### src/rtl/train_dispatch_checker_lifo.sv
// The siding itself: a CAP-deep LIFO of parked train numbers.
// Entry 0 is always the top, so neither port needs an address decoder.
module train_lifo #(
   parameter int CAP = 16,
   parameter int W   = 5
) (
   input  logic         clk,
   input  logic         rst_n,
   input  logic         clr_i,
   input  logic         push_i,
   input  logic         pop_i,
   input  logic [W-1:0] din_i,
   output logic [W-1:0] top_o,
   output logic         empty_o,
   output logic         full_o,
   output logic [W-1:0] count_o
);

   logic [W-1:0] mem_q [CAP];
   logic [W-1:0] cnt_q;

   assign top_o   = mem_q[0];
   assign empty_o = (cnt_q == '0);
   assign full_o  = (cnt_q == W'(CAP));
   assign count_o = cnt_q;

   // Shift-register stack: push shifts down, pop shifts up
   always_ff @(posedge clk or negedge rst_n) begin
      if (!rst_n) begin
         cnt_q <= '0;
         for (int i = 0; i < CAP; i++) mem_q[i] <= '0;
      end else if (clr_i) begin
         cnt_q <= '0;
      end else if (push_i && !full_o) begin
         cnt_q    <= cnt_q + W'(1);
         mem_q[0] <= din_i;
         for (int i = 1; i < CAP; i++) mem_q[i] <= mem_q[i-1];
      end else if (pop_i && !empty_o) begin
         cnt_q <= cnt_q - W'(1);
         for (int i = 0; i < CAP - 1; i++) mem_q[i] <= mem_q[i+1];
         mem_q[CAP-1] <= '0;
      end else begin
         cnt_q <= cnt_q;
      end
   end

endmodule

### config.mk
export PLATFORM = sky130hd
export DESIGN_NAME = train_lifo
export DESIGN_NICKNAME = d
export VERILOG_FILES = /design/src/rtl/train_dispatch_checker_lifo.sv
export SDC_FILE = /design/constraint.sdc
export NUM_CORES = 1
export LEC_CHECK = 0
export ABC_AREA = 1
export BUFFER_PORTS_ARGS = -buffer_cell sky130_fd_sc_hd__buf_2
export CAP_MARGIN = 20
export CORE_MARGIN = 3
export CORE_UTILIZATION = 55
export CTS_CLUSTER_SIZE = 16
export DETAILED_ROUTE_END_ITERATION = 10
export MAX_ROUTING_LAYER = met4
export PLACE_DENSITY = 0.87
export SLEW_MARGIN = 25
export SYNTH_ARGS = -nofsm -noshare
export SYNTH_HDL_FRONTEND = slang
export SYNTH_SLANG_ARGS = --single-unit
### constraint.sdc
create_clock -name clk -period 1.8 [get_ports clk]
set_input_delay 0.09 -clock clk [delete_from_list [all_inputs] [get_ports clk]]
set_output_delay 0.09 -clock clk [all_outputs]
set_load 0.01 [all_outputs]
[After elaboration in Yosys (flattened, before gate mapping)]
Index checks and enable logic that the tools add are counted.
Cells by class
  add/sub/neg operators: 2
  eq/ne operators: 1
  multiplexer cells: 5
  bitwise logic cells: 1
  reduce and logical (&&, ||, !) cells: 8
Operator list (count)
  $mux W80: 2
  $mux W5: 3
  $add A5 B1 Y5 const B: 1
  $eq A5 B5 Y1 const B: 1
  $logic_not A5 Y1: 1
  $sub A5 B1 Y5 const B: 1
  $reduce_bool A3 Y1: 1
  $logic_and A1 B1 Y1: 2
  $logic_not A1 Y1: 2
  $reduce_and A2 Y1: 1
  $reduce_bool A2 Y1: 1
  $not A1 Y1: 1
Storage, ports and cells
  register bits: 85
  bits of input ports: 10
  output and inout port bits: 12
  word-level logic and storage cells: 34

[Depth between registers and ports, before layout]
  depth after elaboration: 6
  gate-level depth with buffers: 13
  mapped depth without buffers: 11

[Least setup slack after synthesis]
No wires, ideal clock.
  path type: register to register
  from: register cnt_q[0], in the netlist count_o[0]
  to: register cnt_q[4], in the netlist count_o[4]
  data arrival time: 1.931 ns
  setup slack: -0.248 ns
  stages on the path, launching flop included: 13
  buffers on the path: 2
  path through: dfrtp_1 > nor2_4 > nand3_4 > nand2_4 > buf_4 > buf_4 > fa_1 > nand2_1 > nand2_1 > a21oi_1 > nand3_1 > nand3_1 > nand2_1
On the way
  cells in the longest elaborated chain, start to end: 5
Ends and longest elaborated chain
  start, declared: RTL line 20  | logic [W-1:0] cnt_q;
  start signal, assigned: RTL line 35  | cnt_q <= cnt_q + W'(1);
  start signal, assigned: RTL line 39  | cnt_q <= cnt_q - W'(1);
  start signal, assigned: RTL line 43  | cnt_q <= cnt_q;
  branches (longest 5 deep; another with $sub A5 B1 Y5)
Parallel ways; which one is timed is not known. The select of a mux whose other input is x is not followed.
A chain may end at the register's enable or synchronous reset.

[Worst setup path after layout]
  from: register cnt_q[3], in the netlist count_o[3]
  to: register cnt_q[4], in the netlist count_o[4]
Same word-level chain as after synthesis.

==> impl_metrics.env <==
export IMPL_outcome="completed"
export IMPL_maxSlewViolCount=0
export IMPL_timing_reg2reg_worst_path_depth=10
export IMPL_cts_sinks=85
export IMPL_yosysUniqueCellTypes=22
export IMPL_path_buf_inv=0
export IMPL_clock_latency_ps=350
export IMPL_drt_iter0_markers=296
export IMPL_synth_ff_latch_count=85
export IMPL_synthToLayoutAreaGrowth_pct=8.82
export IMPL_gr_usage_met3_pct=3.95
export IMPL_hold_slack_ps=86.4
export IMPL_synth_largest_area_cell="sky130_fd_sc_hd__dfrtp_1"
export IMPL_path_class="register to register"
export IMPL_synth_cell_area_um2=4370
export IMPL_cellPowerDensity_nw_per_um2=1550
export IMPL_layout_cells_most_common_list="173 x sky130_fd_sc_hd__nand2_1, 118 x sky130_fd_sc_hd__o21ai_0, 81 x sky130_fd_sc_hd__inv_1, 81 x sky130_fd_sc_hd__dfrtp_1, 34 x sky130_fd_sc_hd__o21ai_1"
export IMPL_critical_path_max_stage_delay_ps=430
export IMPL_globalRouteTotalUtil_pct=20.8
export IMPL_final_cells=680
export IMPL_design_core_area_um2=7490
export IMPL_buffer_ports_inserted=21
export IMPL_number_of_antenna_violations_at_the_first_check_in_global_routing=0
export IMPL_synth_avg_cell_area_um2=7.79
export IMPL_worstPathArrival_ps=2000
export IMPL_initial_utilization_pct=58.4
export IMPL_worstHoldEndpoint="top_o[3]$_DFFE_PN0P_"
export IMPL_max_freq_mhz=569
export IMPL_total_power_w=0.00737
export IMPL_r2r_start="count_o[3]$_DFFE_PN0P_"
export IMPL_final_common_cell="sky130_fd_sc_hd__nand2_1"
export IMPL_holdPathStages=5
export IMPL_ant_nets=0
export IMPL_drt_wl_total_um=8630
export IMPL_holdCritPathClass="primary input to register"
export IMPL_regToRegEndpoint="count_o[4]$_DFFE_PN0P_"
export IMPL_rows=31
export IMPL_startpoint_type="register"
export IMPL_seq_area_frac_synth_pct=48.7
export IMPL_gr_max_usage_layer="met2"
export IMPL_clock_root_buffer="sky130_fd_sc_hd__clkbuf_8"
export IMPL_setup_violations_final=0
export IMPL_final_period_minus_worst_setup_slack_ps=1760
export IMPL_unrepaired_setup_endpoints_after_global_routing="yes"
export IMPL_final_setup_skew_ps=6.30
export IMPL_grt_pass1_wl_um=14500
export IMPL_final_hold_viol_count=0
export IMPL_worst_setup_path_end_kind="register"
export IMPL_timing_max_slew_rel_slack_pct=69.6
export IMPL_floorplan_die_width_um=95.1
export IMPL_ctsLongestPathBuffers=2
export IMPL_largest_net_degree_at_the_start_of_global_routing=100
export IMPL_postSynthCellCount=561
export IMPL_synth_net_count=576
export IMPL_n_antenna_cell=0
export IMPL_worst_path_max_fanout=6
export IMPL_route_detailed_vias_per_inst=5.19
export IMPL_layout_drive_gt1_share_pct=13.1
export IMPL_synthTopCellsByArea="sky130_fd_sc_hd__dfrtp_1 49%, sky130_fd_sc_hd__nand2_1 15%, sky130_fd_sc_hd__o21ai_0 14%, sky130_fd_sc_hd__inv_1 7.0%, sky130_fd_sc_hd__o21ai_1 3.8%"
export IMPL_vdd_ir_drop_worst_uv=815
export IMPL_numPlacedInstances=654
export IMPL_cts_buffers_inserted=9
export IMPL_path_clk_slew_ps=80
export IMPL_yosysWarningCount=0
export IMPL_io_pin_count=22
export IMPL_hp_start="din_i[3]"
export IMPL_dp_final_hpwl_um=5430
export IMPL_yosysTopAreaCellShare_pct=48.7
export IMPL_crit_cells=10
export IMPL_htree_num_levels=3
export IMPL_critical_path_slowest_cell="sky130_fd_sc_hd__dfrtp_2"
export IMPL_timing_critical_path_cells="nor2_4 -> nand3_4 -> nand2_8 -> fa_2 -> nand2_2 -> nand2_2 -> a21oi_2 -> nand3_1 -> nand3_1 -> nand2_1"
export IMPL_count_of_nets_after_finishing=591
export IMPL_cts_tree="built"
export IMPL_number_of_global_route_vias_before_repair=3353
export IMPL_cpLargestDelayFamily="simple AND/OR/NAND/NOR gates"
export IMPL_drc=0
export IMPL_route_detailed_wl_per_inst_um=12.7
export IMPL_final_min_period_over_clock_period_pct=97.7
export IMPL_actual_slew_at_the_worst_max_slew_pin_ps=456
export IMPL_grt_util_met2_pct=35.6
export IMPL_p_leak_nw=2.10
export IMPL_design_die_area_um2=9050
export IMPL_gp_routability_congestion=0.791
export IMPL_grt_overflow_total=0
export IMPL_globalRouteMet1Util_pct=24.2
export IMPL_die_h_um=95.1
export IMPL_reg2reg_slack_ps=40
export IMPL_drv_cap=0
export IMPL_drt_pass1_iter_count=5
export IMPL_detailroute_via_count=3527
export IMPL_critical_path_required_time_ps=2050
-- cell type report --
class                   instances  area (um2)
multi-input cells             358        1720
inverters                      81         304
well taps                      99         124
clock buffers                  11         141
clock inverters                 5        36.3
repair buffers                 41         297
flip-flops and latches         85        2130
fillers                       589        2730
-- per-layer routing --
layer / part of all wire [%] / up-vias
li1: - / 1781
met1: 44 / 1650
met2: 50 / 80
met3: 4.1 / 16
met4: 1.8 / 0
met5: 0 / -
-- how the worst max path moves through the flow --
stage	start	to
detailed placement	count_o[3]$_DFFE_PN0P_	count_o[3]$_DFFE_PN0P_
floorplan	count_o[0]$_DFFE_PN0P_	count_o[4]$_DFFE_PN0P_
finish	count_o[3]$_DFFE_PN0P_	count_o[4]$_DFFE_PN0P_
CTS	count_o[1]$_DFFE_PN0P_	count_o[3]$_DFFE_PN0P_
global route	count_o[0]$_DFFE_PN0P_	count_o[4]$_DFFE_PN0P_
global placement	count_o[1]$_DFFE_PN0P_	count_o[3]$_DFFE_PN0P_
-- through the flow --
step / util (%) / area, um2 / setup WS [ps] / TNS [ps]
2_1_floorplan: - / 4410 / -68.0 / -111
3_3_place_gp: 59.6 / 4460 / 84.2 / 0
3_5_place_dp: 59.6 / 4460 / 8.09 / 0
4_1_cts: 62.3 / 4660 / 33.4 / 0
5_1_grt: 63.5 / 4750 / -49.0 / -134
6_report: 63.5 / 4750 / 41.6 / 0
-- Yosys cell counts --
| cell type | n |
|---|---|
| sky130_fd_sc_hd__nand3_1 | 11 |
| sky130_fd_sc_hd__dfrtp_1 | 85 |
| sky130_fd_sc_hd__buf_6 | 8 |
| sky130_fd_sc_hd__nand2_1 | 176 |
| sky130_fd_sc_hd__nand2_4 | 1 |
| sky130_fd_sc_hd__buf_4 | 16 |
| sky130_fd_sc_hd__buf_2 | 8 |
| sky130_fd_sc_hd__nand3_2 | 1 |
| sky130_fd_sc_hd__clkbuf_1 | 6 |
| sky130_fd_sc_hd__o21ai_1 | 33 |
| sky130_fd_sc_hd__nor2_2 | 2 |
| sky130_fd_sc_hd__inv_1 | 81 |
| sky130_fd_sc_hd__o21ai_0 | 120 |
| sky130_fd_sc_hd__ha_1 | 4 |
| sky130_fd_sc_hd__fa_1 | 1 |
| sky130_fd_sc_hd__a21oi_1 | 1 |
| sky130_fd_sc_hd__a21oi_4 | 1 |
| sky130_fd_sc_hd__or2_2 | 1 |
| sky130_fd_sc_hd__nand3_4 | 1 |
| sky130_fd_sc_hd__xnor2_1 | 2 |
| sky130_fd_sc_hd__nor2_4 | 1 |
| sky130_fd_sc_hd__nand2_2 | 1 |
-- where the power goes --
| group | internal [W] | switching (W) |
|---|---|---|
| Sequential | 0.00275 | 0.000508 |
| Clock | 0.000539 | 0.000681 |
| Combinational | 0.00113 | 0.00176 |
-- kinds of logic after synthesis --
group / Yosys count / share of synthesized area (%)
xor+xnor: 2 / 0.401
fa+ha+maj: 5 / 1.60
simple gates: 195 / 18.1
buf+inv: 119 / 13.2
compound gates: 155 / 18.0
flops: 85 / 48.7
-- worst min-delay path, cell delays in order --
cell                      delay [ps]
sky130_fd_sc_hd__buf_2            70
sky130_fd_sc_hd__nand3_1          70
sky130_fd_sc_hd__nand2_1          70
sky130_fd_sc_hd__nand2_1          40
sky130_fd_sc_hd__o21ai_0          60
-- what timing repair did --
| item | 4_1_cts | 5_1_grt |
|---|---|---|
| endpoints found under the setup margin | 1 | 76 |
| hold buffers | 1 | 0 |
| resized for setup | 1 | 8 |
| endpoints found under the hold margin | 31 | 0 |
| pin swaps | 0 | 11 |
| setup buffers | 0 | 8 |
| cloned | 0 | 1 |
-- sequential cells by signal (all words and copies together), names as in the netlist --
name / flops
count_o: 5
top_o: 5
mem_q: 75
No activity file was read; power rests on OpenSTA's default activity.
